### src/rtl/hazard_unit.sv
// Pipeline hazard unit: operand forwarding selects, load-use/branch/multiply stall and flush control.
// Forwarding, stall and flush outputs are combinational (zero cycles); mult_busy and stall_count are registered.
// Stalls hold Fetch/Decode and bubble Execute; a pending multiply stalls HI/LO readers and back-to-back multiplies.
module hazard_unit #(
  parameter int MULT_CYCLES = 32
) (
  input  logic        CLK,
  input  logic        reset,
  input  logic [4:0]  RsD,
  input  logic [4:0]  RtD,
  input  logic [4:0]  RsE,
  input  logic [4:0]  RtE,
  input  logic [4:0]  WriteRegE,
  input  logic [4:0]  WriteRegM,
  input  logic [4:0]  WriteRegW,
  input  logic        RegWriteE,
  input  logic        RegWriteM,
  input  logic        RegWriteW,
  input  logic        MemtoRegE,
  input  logic        MemtoRegM,
  input  logic        BranchD,
  input  logic        PCSrcD,
  input  logic        start_multD,
  input  logic        start_multE,
  input  logic [1:0]  Out_selectD,
  output logic        StallF,
  output logic        StallD,
  output logic        FlushD,
  output logic        FlushE,
  output logic [1:0]  ForwardAE,
  output logic [1:0]  ForwardBE,
  output logic        ForwardAD,
  output logic        ForwardBD,
  output logic        mult_busy,
  output logic [15:0] stall_count
);

  typedef enum logic {IDLE, BUSY} mstate_t;

  // Counter reload: BUSY covers the cycles after the start edge; the start
  // cycle itself is covered by start_multE directly.
  localparam logic [7:0] MCNT_LOAD = 8'(MULT_CYCLES - 1);

  mstate_t     state_q, state_d;
  logic [7:0]  mcnt_q, mcnt_d;
  logic [15:0] stall_count_q, stall_count_d;

  logic lwstall, branchstall, multstall, stall;

  assign mult_busy   = (state_q == BUSY);
  assign stall_count = stall_count_q;

  // Stall sources; everything is gated off while reset is held.
  always_comb begin
    lwstall     = MemtoRegE && (RtE != 5'd0) && ((RtE == RsD) || (RtE == RtD));
    branchstall = BranchD &&
                  ((RegWriteE && (WriteRegE != 5'd0) && ((WriteRegE == RsD) || (WriteRegE == RtD))) ||
                   (MemtoRegM && (WriteRegM != 5'd0) && ((WriteRegM == RsD) || (WriteRegM == RtD))));
    multstall   = (mult_busy || start_multE) && ((Out_selectD != 2'b00) || start_multD);
    stall       = !reset && (lwstall || branchstall || multstall);
  end

  // Forwarding selects and pipeline control; Memory stage beats Writeback.
  always_comb begin
    ForwardAE = 2'b00;
    ForwardBE = 2'b00;
    ForwardAD = 1'b0;
    ForwardBD = 1'b0;
    StallF    = stall;
    StallD    = stall;
    FlushE    = stall;
    // A branch that is still waiting on its operands must not flush yet.
    FlushD    = !reset && PCSrcD && !stall;
    if (!reset) begin
      if ((RsE != 5'd0) && RegWriteM && (RsE == WriteRegM))      ForwardAE = 2'b10;
      else if ((RsE != 5'd0) && RegWriteW && (RsE == WriteRegW)) ForwardAE = 2'b01;
      if ((RtE != 5'd0) && RegWriteM && (RtE == WriteRegM))      ForwardBE = 2'b10;
      else if ((RtE != 5'd0) && RegWriteW && (RtE == WriteRegW)) ForwardBE = 2'b01;
      ForwardAD = (RsD != 5'd0) && RegWriteM && (RsD == WriteRegM);
      ForwardBD = (RtD != 5'd0) && RegWriteM && (RtD == WriteRegM);
    end
  end

  // Multiplier occupancy FSM; a restart while busy reloads the counter.
  always_comb begin
    state_d = state_q;
    mcnt_d  = mcnt_q;
    case (state_q)
      IDLE: begin
        if (start_multE) begin
          state_d = BUSY;
          mcnt_d  = MCNT_LOAD;
        end
      end
      BUSY: begin
        if (start_multE) begin
          mcnt_d = MCNT_LOAD;
        end else if (mcnt_q == 8'd1) begin
          state_d = IDLE;
          mcnt_d  = 8'd0;
        end else begin
          mcnt_d = mcnt_q - 8'd1;
        end
      end
      default: begin
        state_d = IDLE;
        mcnt_d  = 8'd0;
      end
    endcase
    if (reset) begin
      state_d = IDLE;
      mcnt_d  = 8'd0;
    end
  end

  // Saturating count of stalled cycles.
  always_comb begin
    stall_count_d = stall_count_q;
    if (reset) begin
      stall_count_d = 16'd0;
    end else if (stall && (stall_count_q != 16'hFFFF)) begin
      stall_count_d = stall_count_q + 16'd1;
    end
  end

  // State registers; reset is folded into the next-state logic above.
  always_ff @(posedge CLK) begin
    state_q       <= state_d;
    mcnt_q        <= mcnt_d;
    stall_count_q <= stall_count_d;
  end

endmodule

### config.mk
export PLATFORM = sky130hd
export DESIGN_NAME = hazard_unit
export DESIGN_NICKNAME = d
export VERILOG_FILES = /design/src/rtl/hazard_unit.sv
export SDC_FILE = /design/constraint.sdc
export NUM_CORES = 1
export LEC_CHECK = 0
export CAP_MARGIN = 20
export CORE_ASPECT_RATIO = 1.5
export CORE_UTILIZATION = 35
export CTS_BUF_LIST = sky130_fd_sc_hd__clkbuf_8
export DETAILED_ROUTE_END_ITERATION = 8
export PLACE_DENSITY = 0.76
export SYNTH_ARGS = -nofsm -noshare
export SYNTH_HDL_FRONTEND = slang
export SYNTH_SLANG_ARGS = --single-unit
### constraint.sdc
create_clock -name CLK -period 3.2 [get_ports CLK]
set_input_delay 0.64 -clock CLK [delete_from_list [all_inputs] [get_ports CLK]]
set_output_delay 0.64 -clock CLK [all_outputs]
set_load 0.02 [all_outputs]
# Yosys cells after proc, flatten, opt, wreduce, memory -nomap -nowiden
# Cells that the tools add are included.
# totals
ff_bits,25
input_bits,48
output_inout_bits,27
wordCells,78
# classes
n_addsub,2
n_eq_ne,15
n_mux,16
bitwise_logic,1
reduce_logical,41
# op_table
cell,n
== test 5 bit,12
nonzero test 5 bit,6
logical AND 1 bit,24
2-to-1 mux 8 bit,3
"adder 16 x 1 -> 16 bit, second input constant",1
"inequality test 16 bit, second input constant",1
case mux 8 bit (2 select lines),1
"== test 8 x 1 -> 1 bit, second input constant",1
logical OR 1 bit,8
2-to-1 mux 2 bit,4
"subtractor 8 x 1 -> 8 bit, second input constant",1
2-to-1 mux 1 bit,7
zero test 1 bit,2
"inequality test 2 bit, second input constant",1
case mux 1 bit (2 select lines),1
nonzero test 2 bit,1
NOT 1 bit,1

# Depth between registers and ports, before layout
# Gate-level depths: netlist of the first run.
# depth
depth_word,10
ltp_mapped,9
ltp_nobuf,8

# Worst setup path before layout of the first run
# Ideal clock, no wire load.
# synth_path
kind,input port to output port
start,input WriteRegM[2]
end,output StallD
t_arrival_ns,2.200
required_time_ns,2.560
slack_ns,0.360
path_stages,7
path_buffers,2
cell_sequence,buf_4 -> or4_4 -> o211ai_2 -> a21oi_2 -> nor3_1 -> nor2_1 -> buf_4
# synth_via
elab_chain_cells,8
word_cells_on_any_way,11
cone_classes,2 x eq/ne; 9 x reduce/logical
# synth_rtl
item,line_no,rtl
from (decl),14,"input logic [4:0] WriteRegM,"
== test 5 bit or nonzero test 5 bit (tied branches),58,(MemtoRegM && (WriteRegM != 5'd0) && ((WriteRegM == RsD) || (WriteRegM == RtD))));
logical OR 1 bit or logical AND 1 bit (tied branches),58,
logical AND 1 bit *,58,
logical OR 1 bit *,57,((RegWriteE && (WriteRegE != 5'd0) && ((WriteRegE == RsD) || (WriteRegE == RtD))) ||
logical AND 1 bit *,56,branchstall = BranchD &&
logical OR 1 bit * (2 in series),60,stall = !reset && (lwstall || branchstall || multstall);
logical AND 1 bit *,60,
to (decl),27,"output logic StallD,"
# Every way passes the cells marked *; elsewhere a longest branch is shown, timed or not.

# Final worst setup path of the first run
# layout_path
start,input WriteRegE[1]
end,output FlushD
# layout_via
elab_chain_cells,10
word_cells_on_any_way,13
cone_classes,2 x eq/ne; 11 x reduce/logical
# layout_rtl
item,line_no,rtl
from (decl),13,"input logic [4:0] WriteRegE,"
== test 5 bit or nonzero test 5 bit (tied branches),57,
logical OR 1 bit or logical AND 1 bit (tied branches),57,
logical AND 1 bit *,57,
logical OR 1 bit *,57,
logical AND 1 bit *,56,
logical OR 1 bit * (2 in series),60,
logical AND 1 bit *,60,
zero test 1 bit *,73,FlushD = !reset && PCSrcD && !stall;
logical AND 1 bit *,73,
to (decl),28,"output logic FlushD,"
# Marks and branches as above.

==> results of run 1 <==
## final cells by class
type	instances	area, µm²
clock inverters	1	3.75
fillers	521	2500
flip-flops and latches	25	500
well taps	70	87.6
repair buffers	105	963
inverters	6	22.5
clock buffers	3	41.3
multi-input cells	215	1450
## routing by layer
| layer | up-vias | GRT usage | share of wire |
|---|---|---|---|
| met3 | 15 | 0.0142 | 0.032 |
| met4 | 0 | 0.0981 | 0.036 |
| met5 | - | 0 | 0 |
| li1 | 1107 | - | - |
| met1 | 1007 | 0.188 | 0.37 |
| met2 | 77 | 0.398 | 0.56 |
## power by group through the flow
| stage | combinational, µW | sequential [µW] | clock [µW] |
|---|---|---|---|
| after floorplan | 148 | 349 | 0 |
| after global placement | 286 | 346 | 0 |
| after detailed placement | 293 | 347 | 0 |
| after CTS | 293 | 340 | 189 |
| after global routing | 317 | 343 | 203 |
| final | 293 | 339 | 188 |
## cell usage in the layout, fill, tap and decap left out, types with 2 or more instances in the layout
| cell | n |
|---|---|
| sky130_fd_sc_hd__a21oi_1 | 12 |
| sky130_fd_sc_hd__a21oi_2 | 2 |
| sky130_fd_sc_hd__a22oi_1 | 2 |
| sky130_fd_sc_hd__a31oi_1 | 3 |
| sky130_fd_sc_hd__and2_1 | 3 |
| sky130_fd_sc_hd__and3_1 | 7 |
| sky130_fd_sc_hd__and4_1 | 2 |
| sky130_fd_sc_hd__buf_4 | 31 |
| sky130_fd_sc_hd__clkbuf_2 | 2 |
| sky130_fd_sc_hd__clkbuf_8 | 3 |
| sky130_fd_sc_hd__clkdlybuf4s15_2 | 3 |
| sky130_fd_sc_hd__clkdlybuf4s50_1 | 63 |
| sky130_fd_sc_hd__dfxtp_1 | 25 |
| sky130_fd_sc_hd__dlygate4sd2_1 | 5 |
| sky130_fd_sc_hd__ha_1 | 3 |
| sky130_fd_sc_hd__inv_1 | 7 |
| sky130_fd_sc_hd__mux2_1 | 5 |
| sky130_fd_sc_hd__mux2_2 | 2 |
| sky130_fd_sc_hd__mux2i_1 | 2 |
| sky130_fd_sc_hd__nand2_1 | 9 |
| sky130_fd_sc_hd__nand3_1 | 12 |
| sky130_fd_sc_hd__nand4_1 | 10 |
| sky130_fd_sc_hd__nor2_1 | 33 |
| sky130_fd_sc_hd__nor2b_1 | 8 |
| sky130_fd_sc_hd__nor3_1 | 14 |
| sky130_fd_sc_hd__nor4_1 | 4 |
| sky130_fd_sc_hd__o21ai_0 | 4 |
| sky130_fd_sc_hd__or3_1 | 4 |
| sky130_fd_sc_hd__or4_1 | 4 |
| sky130_fd_sc_hd__xnor2_1 | 24 |
| sky130_fd_sc_hd__xor2_1 | 28 |
## synthesized netlist by cell type (2+ instances only)
library cell,instances
sky130_fd_sc_hd__nand2_1,9
sky130_fd_sc_hd__and4_1,2
sky130_fd_sc_hd__nor3_1,15
sky130_fd_sc_hd__nand4_1,10
sky130_fd_sc_hd__ha_1,3
sky130_fd_sc_hd__or4_1,4
sky130_fd_sc_hd__a21oi_2,2
sky130_fd_sc_hd__a31oi_1,3
sky130_fd_sc_hd__a22oi_1,2
sky130_fd_sc_hd__nor2_1,34
sky130_fd_sc_hd__and2_1,3
sky130_fd_sc_hd__mux2_1,5
sky130_fd_sc_hd__mux2_2,2
sky130_fd_sc_hd__buf_4,3
sky130_fd_sc_hd__clkbuf_1,6
sky130_fd_sc_hd__nor4_1,4
sky130_fd_sc_hd__inv_1,6
sky130_fd_sc_hd__o21ai_0,4
sky130_fd_sc_hd__xor2_1,28
sky130_fd_sc_hd__a21oi_1,12
sky130_fd_sc_hd__xnor2_1,24
sky130_fd_sc_hd__and3_1,7
sky130_fd_sc_hd__buf_2,7
sky130_fd_sc_hd__nor2b_1,8
sky130_fd_sc_hd__mux2i_1,2
sky130_fd_sc_hd__dfxtp_1,25
sky130_fd_sc_hd__buf_6,2
sky130_fd_sc_hd__or3_1,4
sky130_fd_sc_hd__nand3_1,12
## repair_timing
| item | 4_1_cts | 5_1_grt |
|---|---|---|
| gates cloned | 0 | 0 |
| hold buffers | 0 | 0 |
| pin swaps | 0 | 0 |
| setup endpoints to repair | 10 | 5 |
| resized for setup | 19 | 6 |
## worst max-delay path, delay by kind of cell
kind	cells	cell delay (ns)
AOI/OAI and AO/OA	2	0.32
and+or+nand+nor	3	0.90
buffers and inverters	2	0.58
## logic make-up (layout without fill, tap and decap cells)
| group | Yosys count | in the layout | synth area share |
|---|---|---|---|
| simple gates | 115 | 115 | 0.288 |
| xor+xnor | 52 | 52 | 0.220 |
| compound gates | 36 | 36 | 0.121 |
| flops | 25 | 25 | 0.242 |
| buf+inv | 25 | 115 | 0.0624 |
| mux | 9 | 9 | 0.0478 |
| fa+ha+maj | 3 | 3 | 0.0182 |
## path summary, 6_finish.rpt
check | start | to | slack (ns)
max | WriteRegE[1] | FlushD | 0.12
min | stall_count[14] | stall_count[14] | 0.53
max reg2reg | stall_count[2] | stall_count[5] | 0.93
min reg2reg | stall_count[14] | stall_count[14] | 0.53
## state kept, by name, indices dropped and copies added, names as in the netlist
name and flops:
mult_busy 1, stall_count 16, mcnt_q 8
## stage by stage
step	area (µm²)	setup slack (ns)	setup TNS (ns)
after floorplan	2070	0.360	0
final	3070	0.121	0
after global routing	3070	-0.00926	-0.00926
after detailed placement	3020	-0.389	-2.00
after global placement	3020	-0.321	-1.69
after CTS	3070	0.00186	0
==> results.toml, run 1 <==
[yosys]
number_of_synthesis_warnings = 0
cell_area_after_synthesis_um2 = 2070
synthArstFlopShare = 0
synth_top_cells_by_area = "sky130_fd_sc_hd__dfxtp_1 (24%), sky130_fd_sc_hd__xor2_1 (12%), sky130_fd_sc_hd__xnor2_1 (10%), sky130_fd_sc_hd__nor2_1 (6.2%), sky130_fd_sc_hd__nor3_1 (3.6%)"
synth.largest_area_cell = "sky130_fd_sc_hd__dfxtp_1"
synth_cell_types = 46
synth_top_area_frac = 0.242
synth_enable_flop_cells = 0
synth_area_per_cell_um2 = 7.80
synth_cells = 265
synthesis.nets = 316
postSynth.topFlopCell = "sky130_fd_sc_hd__dfxtp_1"
sequential_to_total_area_share_from_yosys_stat = 0.242
postSynthRegisterBits = 25

[critical_path]
path_cells = "clkdlybuf4s50_1, or4_1, o211ai_1, o22ai_2, nor3_2, and3_1, clkbuf_2"
worst_path_maximum_fanout = 3
critPathRequiredTime_ns = 2.56
worstPathArrival_ns = 2.44
critPathMaxStageDelay_ns = 0.52
worstSetupPathType = "input port to output port"
critPathLaunchType = "input port"
reg2reg_depth = 7
crit_path_end_kind = "output port"
crit_path_top_delay_cell = "sky130_fd_sc_hd__or4_1"

[floorplanning]
coreArea_um2 = 5570
fp-row-count = 33
start_util = 0.371
die_height_um = 96.1
ioPinCount = 75
die_area_um2 = 6220
die_width_um = 64.7

[sta]
drv_slew = 0
tightestPinTransition_ns = 0.534
minimum_period_implied_by_the_final_worst_setup_slack_ns = 3.08
unrepaired_setup_endpoints_after_global_routing = "yes"
clock-skew-final_ns = 0.00385
maxSlewHeadroom = 0.643
finalHoldViolCount = 0
whs_ns = 0.531
setup-violations-final = 0
max_clock_freq_mhz = 325
fin_crit_sh = 0.962

[power_and_ir_drop]
share_seq_of_total_power = 0.414
totalPowerFinal_uw = 820
p_leak_uw = 0.00121
cellPowerDensity_nw_per_um2 = 267
p_clk_frac = 0.229
power.combinational.fraction = 0.357
swShare = 0.310
power_report.internal_total_uw = 566
vdd.ir_drop.worst_mv = 0.146
p_switching_uw = 254

[layout]
final_util = 0.551
area_growth_pct = 48.6
final_layout_size_suffix_gt1_frac = 0.144
n_antenna_cell = 0
final_cells = 425
fin_nets = 407

[grt]
grt_first_pass_wirelength_um = 9380
number_of_antenna_violations_at_the_first_check_in_global_routing = 0
via_count_of_the_first_global_routing_pass = 2117
grt_overflow = 0
all_layer_global_routing_usage = 0.195
grt_max_degree = 25

[cts]
cts-buffers-inserted = 3
cts_buffer_depth = 2
tritoncts = "done"
cts.reportedPaths.clkPinSlew_ns = 0.09
cts-htree-levels = 1
cts-root-buf = "sky130_fd_sc_hd__clkbuf_8"
post-cts-setup-buffers = 0
worst_skew_pair.late_latency_ns = 0.27
clock_sink_count = 25

[place]
place_hpwl_um = 4850
io_buffer_count = 74
rd_place_congestion = 1.01
placedCellCount = 421

[run_status]
status = "finished, final reports clean"

[route]
drt_pre_antenna_iters = 4
postRouteWirelength_um = 5790
routed-via-count = 2206
drt_first_iter_violations = 108
vias_per_cell = 5.19
detailed_route_wire_length_per_cell_um = 13.6
drcViolationCount = 0
postRouteAntennaNets = 0

[worst_hold_path]
min_delay_path_depth = 2
hp-class = "flip-flop to flip-flop"

[run]
maxCapViolations = 0
(Power assumes the default switching activity.)
==> run 2, diff against run 1 <==
Settings changed: CTS_CLUSTER_DIAMETER set to 120.
==> results of run 2 <==
Final layout, timing and power as in run 1 (identical DEF).
==> run 3, diff against run 2 <==
Settings changed: CORE_UTILIZATION 35 to 25, PLACE_DENSITY 0.76 to 0.61, SKIP_CTS_REPAIR_TIMING set to 1.
Clock period 3.2 ns to 3.7 ns, I/O delays scaled along.
==> results.toml, run 3 (synthesis results as in run 1) <==
[grt]
grt_overflow = 0
grt_first_pass_wirelength_um = 10300
grt_max_degree = 32
via_count_of_the_first_global_routing_pass = 2230
number_of_antenna_violations_at_the_first_check_in_global_routing = 0
all_layer_global_routing_usage = 0.147

[critical_path]
startpoint = "WriteRegM[0]"
crit_path_top_delay_cell = "sky130_fd_sc_hd__clkdlybuf4s50_1"
worstSetupPathType = "input port to output port"
critPathMaxStageDelay_ns = 0.62
worst-r2r-setup-slack_ns = 1.43
worstPathArrival_ns = 2.82
worstReg2RegStart = "stall_count[2]"
worst_path_maximum_fanout = 3
cp_top_family = "buffers and inverters"
critPathRequiredTime_ns = 2.96
critPathLaunchType = "input port"
r2r-end = "stall_count[3]"
path_cells = "clkdlybuf4s50_1, buf_4, xor2_1, nor4_1, buf_4, and2_1, clkdlybuf4s50_1"
reg2reg_depth = 8
crit_path_end_kind = "output port"
timing.critical_path.buf_inv = 4

[cts]
cts-buffers-inserted = 3
cts_buffer_depth = 2
cts-htree-levels = 1
cts-root-buf = "sky130_fd_sc_hd__clkbuf_8"
tritoncts = "done"
cts.reportedPaths.clkPinSlew_ns = 0.09
worst_skew_pair.late_latency_ns = 0.27
clock_sink_count = 25

[sta]
unrepaired_setup_endpoints_after_global_routing = "no"
drv_slew = 0
max_clock_freq_mhz = 281
whs_ns = 0.540
minimum_period_implied_by_the_final_worst_setup_slack_ns = 3.56
setup_ws_post_layout_ns = 0.143
maxSlewHeadroom = 0.651
fin_crit_sh = 0.961
finalHoldViolCount = 0
setup-violations-final = 0
setup_total_negative_slack_ns = 0
tightestPinTransition_ns = 0.522
clock-skew-final_ns = 0.00477

[power_and_ir_drop]
cellPowerDensity_nw_per_um2 = 227
p_leak_uw = 0.00125
vdd.ir_drop.worst_mv = 0.140

[place]
rd_place_congestion = 0.933
pre_cts_slack_ns = -0.0516
placed_cell_area_um2 = 3060
place_hpwl_um = 5230
io_buffer_count = 74

[floorplanning]
die_height_um = 113
coreArea_um2 = 8010
fp-row-count = 40
ioPinCount = 75
start_util = 0.258
die_area_um2 = 8640
die_width_um = 76.2

[worst_hold_path]
hold_path_end = "stall_count[4]"
hp-class = "flip-flop to flip-flop"
min_delay_path_depth = 2
holdCritStartpoint = "stall_count[4]"

[run]
maxCapViolations = 0

[layout]
largest_register_ffs = 16
most_common_cell_after_layout_fill_and_taps_aside = "sky130_fd_sc_hd__clkdlybuf4s50_1"
final_layout_size_suffix_gt1_frac = 0.124
finish.instance_area_um2 = 3130
total_of_fill_cells_in_the_finished_design = 849
layout.cells.most_common_list = "sky130_fd_sc_hd__clkdlybuf4s50_1 (69), sky130_fd_sc_hd__nor2_1 (34), sky130_fd_sc_hd__buf_4 (31)"
fin_nets = 407
area_growth_pct = 51.4
n_antenna_cell = 0

[route]
drt_pre_antenna_iters = 4
detailed_route_wire_length_per_cell_um = 13.9
postRouteWirelength_um = 6410
drcViolationCount = 0
drt_first_iter_violations = 101
postRouteAntennaNets = 0
vias_per_cell = 4.90
routed-via-count = 2252

[run_status]
status = "finished, final reports clean"
[run 3: cell types whose count changed in the layout (fill, tap and decap cells not counted)]
cell and delta:
sky130_fd_sc_hd__clkbuf_2 -2, sky130_fd_sc_hd__o22ai_2 -1, sky130_fd_sc_hd__nor2_2 -1, sky130_fd_sc_hd__clkdlybuf4s15_2 -3
sky130_fd_sc_hd__dlymetal6s2s_1 +4, sky130_fd_sc_hd__dlygate4sd2_1 -5, sky130_fd_sc_hd__clkdlybuf4s50_1 +6, sky130_fd_sc_hd__o22ai_1 +1
sky130_fd_sc_hd__nor2_1 +1
[run 3: power by group]
part	switching [µW]	internal, µW
Sequential	15.1	279
Combinational	119	136
Clock	86.8	74.2
Total	221	489
[run 3: layout make-up]
| type | count | area [µm²] | area share |
|---|---|---|---|
| Clock buffer | 3 | 41.3 | 0.0132 |
| Clock inverter | 1 | 3.75 | 0.00120 |
| Inverter | 6 | 22.5 | 0.00720 |
| Multi-Input combinational cell | 215 | 1440 | 0.461 |
| Sequential cell | 25 | 500 | 0.160 |
| Tap cell | 105 | 131 | 0.0420 |
| Timing Repair Buffer | 105 | 986 | 0.315 |
[run 3: stage by stage]
stage | std cells | power (µW) | utilization
2_1_floorplan | 265 | 430 | -
3_3_place_gp | 456 | 552 | 0.383
3_5_place_dp | 456 | 555 | 0.383
4_1_cts | 460 | 715 | 0.388
5_1_grt | 460 | 745 | 0.390
6_report | 460 | 710 | 0.390
[run 3: worst min-delay path: cells and delay by family (launching register included)]
kind           cells  cell delay [ns]
AO/OA/AOI/OAI      2             0.15
flip-flops         1             0.35
[run 3: worst max path at each step]
stage	to	depth (start not counted)	slack (ns)
after floorplan	StallD	7	0.66
after global placement	FlushD	7	-0.05
after detailed placement	FlushD	7	-0.05
after CTS	FlushD	7	-0.07
after global routing	ForwardAE[1]	7	0.04
final	ForwardAE[1]	7	0.14
[run 3: layer usage]
layer	global-route usage	part of all wire	vias to the layer above
li1	-	-	1105
met1	0.159	0.39	1045
met2	0.290	0.54	91
met3	0.0113	0.048	11
met4	0.0590	0.021	0
met5	0	0	-
